==> src/rtl/cache_lookup_array.sv <==
// Tag/data/age store for a 4-way set-associative cache. Each request runs
// IDLE -> COMPARE -> UPDATE: results in COMPARE, line and age commit in UPDATE.
module cache_lookup_array #(
  parameter int INDEX_W = 3,
  parameter int DATA_W  = 8
) (
  input  logic              clk,
  input  logic              rst_b,
  input  logic [31:0]       address_word,
  input  logic              try_read,
  input  logic              try_write,
  input  logic [DATA_W-1:0] write_data,
  input  logic [3:0]        reset_age,
  input  logic [3:0]        increment_age,
  output logic              hit_miss,
  output logic [3:0]        hit_miss_set,
  output logic [7:0]        ages,
  output logic [DATA_W-1:0] read_data,
  output logic              done,
  output logic              busy,
  output logic [1:0]        state
);

  localparam int SETS  = 1 << INDEX_W;
  localparam int TAG_W = 32 - INDEX_W;

  typedef enum logic [1:0] {IDLE = 2'd0, COMPARE = 2'd1, UPDATE = 2'd2} state_t;

  state_t st;
  assign state = st;

  logic              valid_q [SETS][4];
  logic [TAG_W-1:0]  tag_q   [SETS][4];
  logic [DATA_W-1:0] data_q  [SETS][4];
  logic [1:0]        age_q   [SETS][4];

  logic [31:0]       addr_q;
  logic              is_write_q;
  logic [DATA_W-1:0] wdata_q;

  logic [INDEX_W-1:0] idx;
  logic [TAG_W-1:0]   ltag;
  assign idx  = addr_q[INDEX_W-1:0];
  assign ltag = addr_q[31:INDEX_W];

  logic              hit;
  logic [3:0]        hit_sel;
  logic [3:0]        inv_sel;
  logic [3:0]        old_sel;
  logic [3:0]        victim_sel;
  logic              found_hit;
  logic              found_inv;
  logic              found_old;
  logic [1:0]        max_age;
  logic [7:0]        cur_ages;
  logic [DATA_W-1:0] hit_data;

  // Victim: first invalid way, else the lowest-index way holding the oldest age.
  always_comb begin
    hit_sel   = '0;
    inv_sel   = '0;
    old_sel   = '0;
    found_hit = 1'b0;
    found_inv = 1'b0;
    found_old = 1'b0;
    max_age   = '0;
    cur_ages  = '0;
    hit_data  = '0;
    for (int w = 0; w < 4; w++) begin
      cur_ages[2*w +: 2] = age_q[idx][w];
      if (age_q[idx][w] > max_age) max_age = age_q[idx][w];
      if (valid_q[idx][w] && (tag_q[idx][w] == ltag) && !found_hit) begin
        hit_sel[w] = 1'b1;
        hit_data   = data_q[idx][w];
        found_hit  = 1'b1;
      end
      if (!valid_q[idx][w] && !found_inv) begin
        inv_sel[w] = 1'b1;
        found_inv  = 1'b1;
      end
    end
    for (int w = 0; w < 4; w++) begin
      if ((age_q[idx][w] == max_age) && !found_old) begin
        old_sel[w] = 1'b1;
        found_old  = 1'b1;
      end
    end
    hit        = found_hit;
    victim_sel = found_inv ? inv_sel : old_sel;
  end

  always_ff @(posedge clk or posedge rst_b) begin
    if (rst_b) begin
      st           <= IDLE;
      hit_miss     <= 1'b0;
      hit_miss_set <= '0;
      ages         <= '0;
      read_data    <= '0;
      done         <= 1'b0;
      busy         <= 1'b0;
      addr_q       <= '0;
      is_write_q   <= 1'b0;
      wdata_q      <= '0;
      for (int s = 0; s < SETS; s++) begin
        for (int w = 0; w < 4; w++) begin
          valid_q[s][w] <= 1'b0;
          tag_q[s][w]   <= '0;
          data_q[s][w]  <= '0;
          age_q[s][w]   <= 2'(w);
        end
      end
    end else begin
      case (st)
        IDLE: begin
          done <= 1'b0;
          busy <= 1'b0;
          if (try_read || try_write) begin
            addr_q     <= address_word;
            is_write_q <= try_write;
            wdata_q    <= write_data;
            st         <= COMPARE;
          end
        end
        COMPARE: begin
          hit_miss     <= hit;
          hit_miss_set <= hit ? hit_sel : victim_sel;
          ages         <= cur_ages;
          read_data    <= (hit && !is_write_q) ? hit_data : '0;
          done         <= 1'b1;
          busy         <= 1'b1;
          st           <= UPDATE;
        end
        UPDATE: begin
          done <= 1'b0;
          for (int w = 0; w < 4; w++) begin
            if (reset_age[w]) begin
              age_q[idx][w] <= 2'd0;
            end else if (increment_age[w] && (age_q[idx][w] != 2'd3)) begin
              age_q[idx][w] <= age_q[idx][w] + 2'd1;
            end
            if (is_write_q && hit_miss_set[w]) begin
              valid_q[idx][w] <= 1'b1;
              tag_q[idx][w]   <= ltag;
              data_q[idx][w]  <= wdata_q;
            end
          end
          st <= IDLE;
        end
        default: st <= IDLE;
      endcase
    end
  end

endmodule
==> config.mk <==
export PLATFORM = sky130hd
export DESIGN_NAME = cache_lookup_array
export DESIGN_NICKNAME = d
export VERILOG_FILES = /design/src/rtl/cache_lookup_array.sv
export SDC_FILE = /design/constraint.sdc
export NUM_CORES = 2
export LEC_CHECK = 0
export CAP_MARGIN = 40
export CELL_PAD_IN_SITES_DETAIL_PLACEMENT = 0
export CELL_PAD_IN_SITES_GLOBAL_PLACEMENT = 1
export CORE_ASPECT_RATIO = 1.1
export CORE_MARGIN = 2
export CORE_UTILIZATION = 49
export CTS_CLUSTER_DIAMETER = 150
export CTS_CLUSTER_SIZE = 16
export DETAILED_ROUTE_END_ITERATION = 6
export GPL_TIMING_DRIVEN = 0
export PLACE_DENSITY_LB_ADDON = 0.1
export SYNTH_ARGS = -nofsm -noshare
export SYNTH_HDL_FRONTEND = slang
export SYNTH_SLANG_ARGS = --single-unit
==> constraint.sdc <==
create_clock -name clk -period 58.2 [get_ports clk]
set_input_delay 5.82 -clock clk [delete_from_list [all_inputs] [get_ports clk]]
set_output_delay 5.82 -clock clk [all_outputs]
set_load 0.005 [all_outputs]
==> impl_metrics.json <==
{
  "outcome": "completed",
  "rsz0062_at_grt": "false",
  "yosys_warnings": 0,
  "track_usage_pct": 41.5,
  "ant_nets": 0,
  "synthTopCellsByCount": "mux2_2 (1324), dfrtp_1 (1314), clkbuf_1 (177)",
  "ioPinCount": 77,
  "start_util_pct": 49.2,
  "dp_hpwl_um": 189000,
  "die-area_mm2": 0.130,
  "post_cts_buffers": 0,
  "hold_class": "reg2reg",
  "finalWorstSetupSlack_ns": 49.42,
  "cap_violations": 0,
  "setup_viol": 0,
  "netlist_instances": 4504,
  "clk_pin_slew_worst_paths_ns": 0.09,
  "synth.top_cell.area_share_pct": 52.9,
  "syn_to_final_growth_pct": 12.1,
  "yosys-top-cells-area": "dfrtp_1 (53%), mux2_2 (24%), mux4_2 (4.2%)",
  "grt_max_degree": 118,
  "routabilityCongestion": 1.03,
  "reg2regPathDepth": 30,
  "core_area_mm2": 0.126,
  "cp_num_buf_inv": 8,
  "p_leak_nw": 32.2,
  "layout.nets": 4893,
  "die_w_um": 343,
  "hp-start": "valid_q[28]",
  "drive_gt1_share_pct": 40.1,
  "whs_endpoint": "valid_q[28]",
  "synth_cell_type_count": 78,
  "drt_iter0_markers": 5356,
  "htreeDepth": 3,
  "rrSetupSlack_ns": 49.42,
  "grt_first_pass_wirelength_um": 365000,
  "place_worst_setup_slack_ns": 49.04,
  "rows": 137,
  "power_density_mw_per_mm2": 57.0,
  "postCtsHoldBufs": 0,
  "antenna_found_initial": 15,
  "synth_area_mm2": 0.0621,
  "yosysMostFrequentCell": "mux2_2",
  "cts_root_buffer": "clkbuf_16",
  "vias": 43800,
  "finalClockSkew_ns": 0.0410,
  "clk_path_buf_depth": 3,
  "hold_depth": 1,
  "drc": 0,
  "crit_path_end_kind": "flop",
  "synth-seq-area-share_pct": 54.3,
  "required_ns": 58.86,
  "grt_pass1_vias": 42900,
  "totalWireLength_um": 268000,
  "worstMarginPinSlew_ns": 1.03,
  "cts_tree": "yes",
  "clock-sinks": 1346,
  "yosysTopAreaCell": "dfrtp_1",
  "max_freq_ghz": 0.114,
  "synth_edf_count": 0,
  "slew_viol_final": 0,
  "drtPass1Iterations": 6,
  "power_mw": 3.97,
  "rr_endpoint": "hit_miss_set[1]",
  "ir_drop_mv": 0.0275,
  "cts.repair.resized": 0,
  "ys.flop_type": "dfrtp_1",
  "arrival_ns": 9.45,
  "cpPeakStageDelay_ns": 0.69,
  "cp_max_fo": 10,
  "fillers": 10700,
  "cp-start-kind": "flop",
  "ys_seq_elements": 1346,
  "cts_buffers": 94,
  "path_delay_family": "buffers and inverters",
  "min_period_over_period_pct": 15.1,
  "wl_per_cell_um": 41.1,
  "critPathKind": "reg2reg",
  "syn-num-nets": 4571,
  "syn_avg_cell_area_um2": 13.8,
  "crit_path_top_delay_cell": "a2111oi_0",
  "grt_overflow": 0,
  "avgViaCountPerCell": 6.72,
  "die_height_um": 377,
  "async_reset_ff_share_pct": 100,
  "slew_headroom_pct": 30.9,
  "insertion_delay_ns": 0.75,
  "fin_crit_ns": 8.78,
  "reg2reg_from": "addr_q[0]",
  "io_buffers": 76,
  "hold_viol": 0
}
[routing by layer]
layer	global-route usage, %	vias up	share of wire (%)
li1	-	17200	-
met1	53.3	23300	38
met2	61.5	2530	44
met3	10.2	852	9.5
met4	29.7	8	8.5
met5	0	-	0.022
[worst max-delay path by stage]
stage | startpoint | end | slack, ns | cells past startpoint
final | addr_q[0] | hit_miss_set[1] | 49.42 | 30
after global placement | rst_b | ages[1] | -2.11 | 2
after floorplan | rst_b | addr_q[0] | 14.49 | 1
after detailed placement | rst_b | data_q[251] | 49.04 | 7
after CTS | addr_q[0] | hit_miss_set[1] | 49.50 | 30
after global routing | addr_q[0] | hit_miss_set[1] | 48.95 | 30
[through the flow]
| step | instances | setup TNS [ns] | utilization (%) | cell area (um^2) | hold slack (ns) |
|---|---|---|---|---|---|
| floorplan | 4504 | 0 | - | 62100 | 0.431 |
| CTS | 6516 | 0 | 55.1 | 69600 | 0.468 |
| global route | 6518 | 0 | 55.1 | 69600 | 0.488 |
| detailed placement | 6398 | 0 | 53.1 | 67100 | 0.445 |
| global placement | 6248 | -2535.05 | 51.4 | 65000 | 0.441 |
| finish | 6524 | 0 | 55.1 | 69700 | 0.468 |
[state kept, by name (all words and copies together) (netlist names)]
name          flops
is_write_q        1
addr_q           32
data_q          256
tag_q           928
busy              1
ages              8
hit_miss_set      4
state             2
hit_miss          1
age_q            64
read_data         8
valid_q          32
done              1
wdata_q           8
[where the power goes]
group / switching [mW] / total (mW) / internal [mW]
Sequential: 0.157 / 1.39 / 1.23
Clock: 0.346 / 0.641 / 0.295
Combinational: 1.27 / 1.94 / 0.671
Total: 1.78 / 3.97 / 2.19
[cells in the final DEF, fill, tap and decap left out, types with 20 or more instances in the layout]
cell type,n
mux2_2,1324
o22ai_1,108
nor4_1,41
dfrtp_1,1314
xor2_1,20
mux4_2,116
nand2_1,93
a221oi_1,54
xnor2_1,77
mux2i_1,154
o21ai_0,176
clkbuf_1,180
buf_2,106
a21oi_1,20
buf_6,61
inv_1,22
buf_8,68
a22oi_1,61
buf_1,112
or2_2,36
nor3_1,31
nor2_1,76
dfstp_2,32
buf_4,45
clkdlybuf4s50_1,76
clkbuf_16,95
[cell type report]
cell class / instances / area [um^2] / area share [%]
flip-flops and latches: 1346 / 33700 / 48.4
multi-input cells: 2698 / 26400 / 37.9
repair buffers: 226 / 2860 / 4.11
clock buffers: 112 / 2440 / 3.50
well taps: 1668 / 2090 / 3.00
plain buffers: 435 / 1990 / 2.85
inverters: 25 / 101 / 0.146
clock inverters: 6 / 60.1 / 0.0862
diodes: 8 / 20.0 / 0.0287
[logic make-up after synthesis]
family	count (synthesis)	synth area share, %
AND/OR/NAND/NOR	402	3.46
AO/OA/AOI/OAI	587	6.53
adder cells (fa/ha/maj)	15	0.302
multiplexers	1597	30.8
buffers and inverters	460	3.30
flip-flops	1346	54.3
XOR/XNOR	97	1.37
No activity file was read; power rests on OpenSTA's default activity.
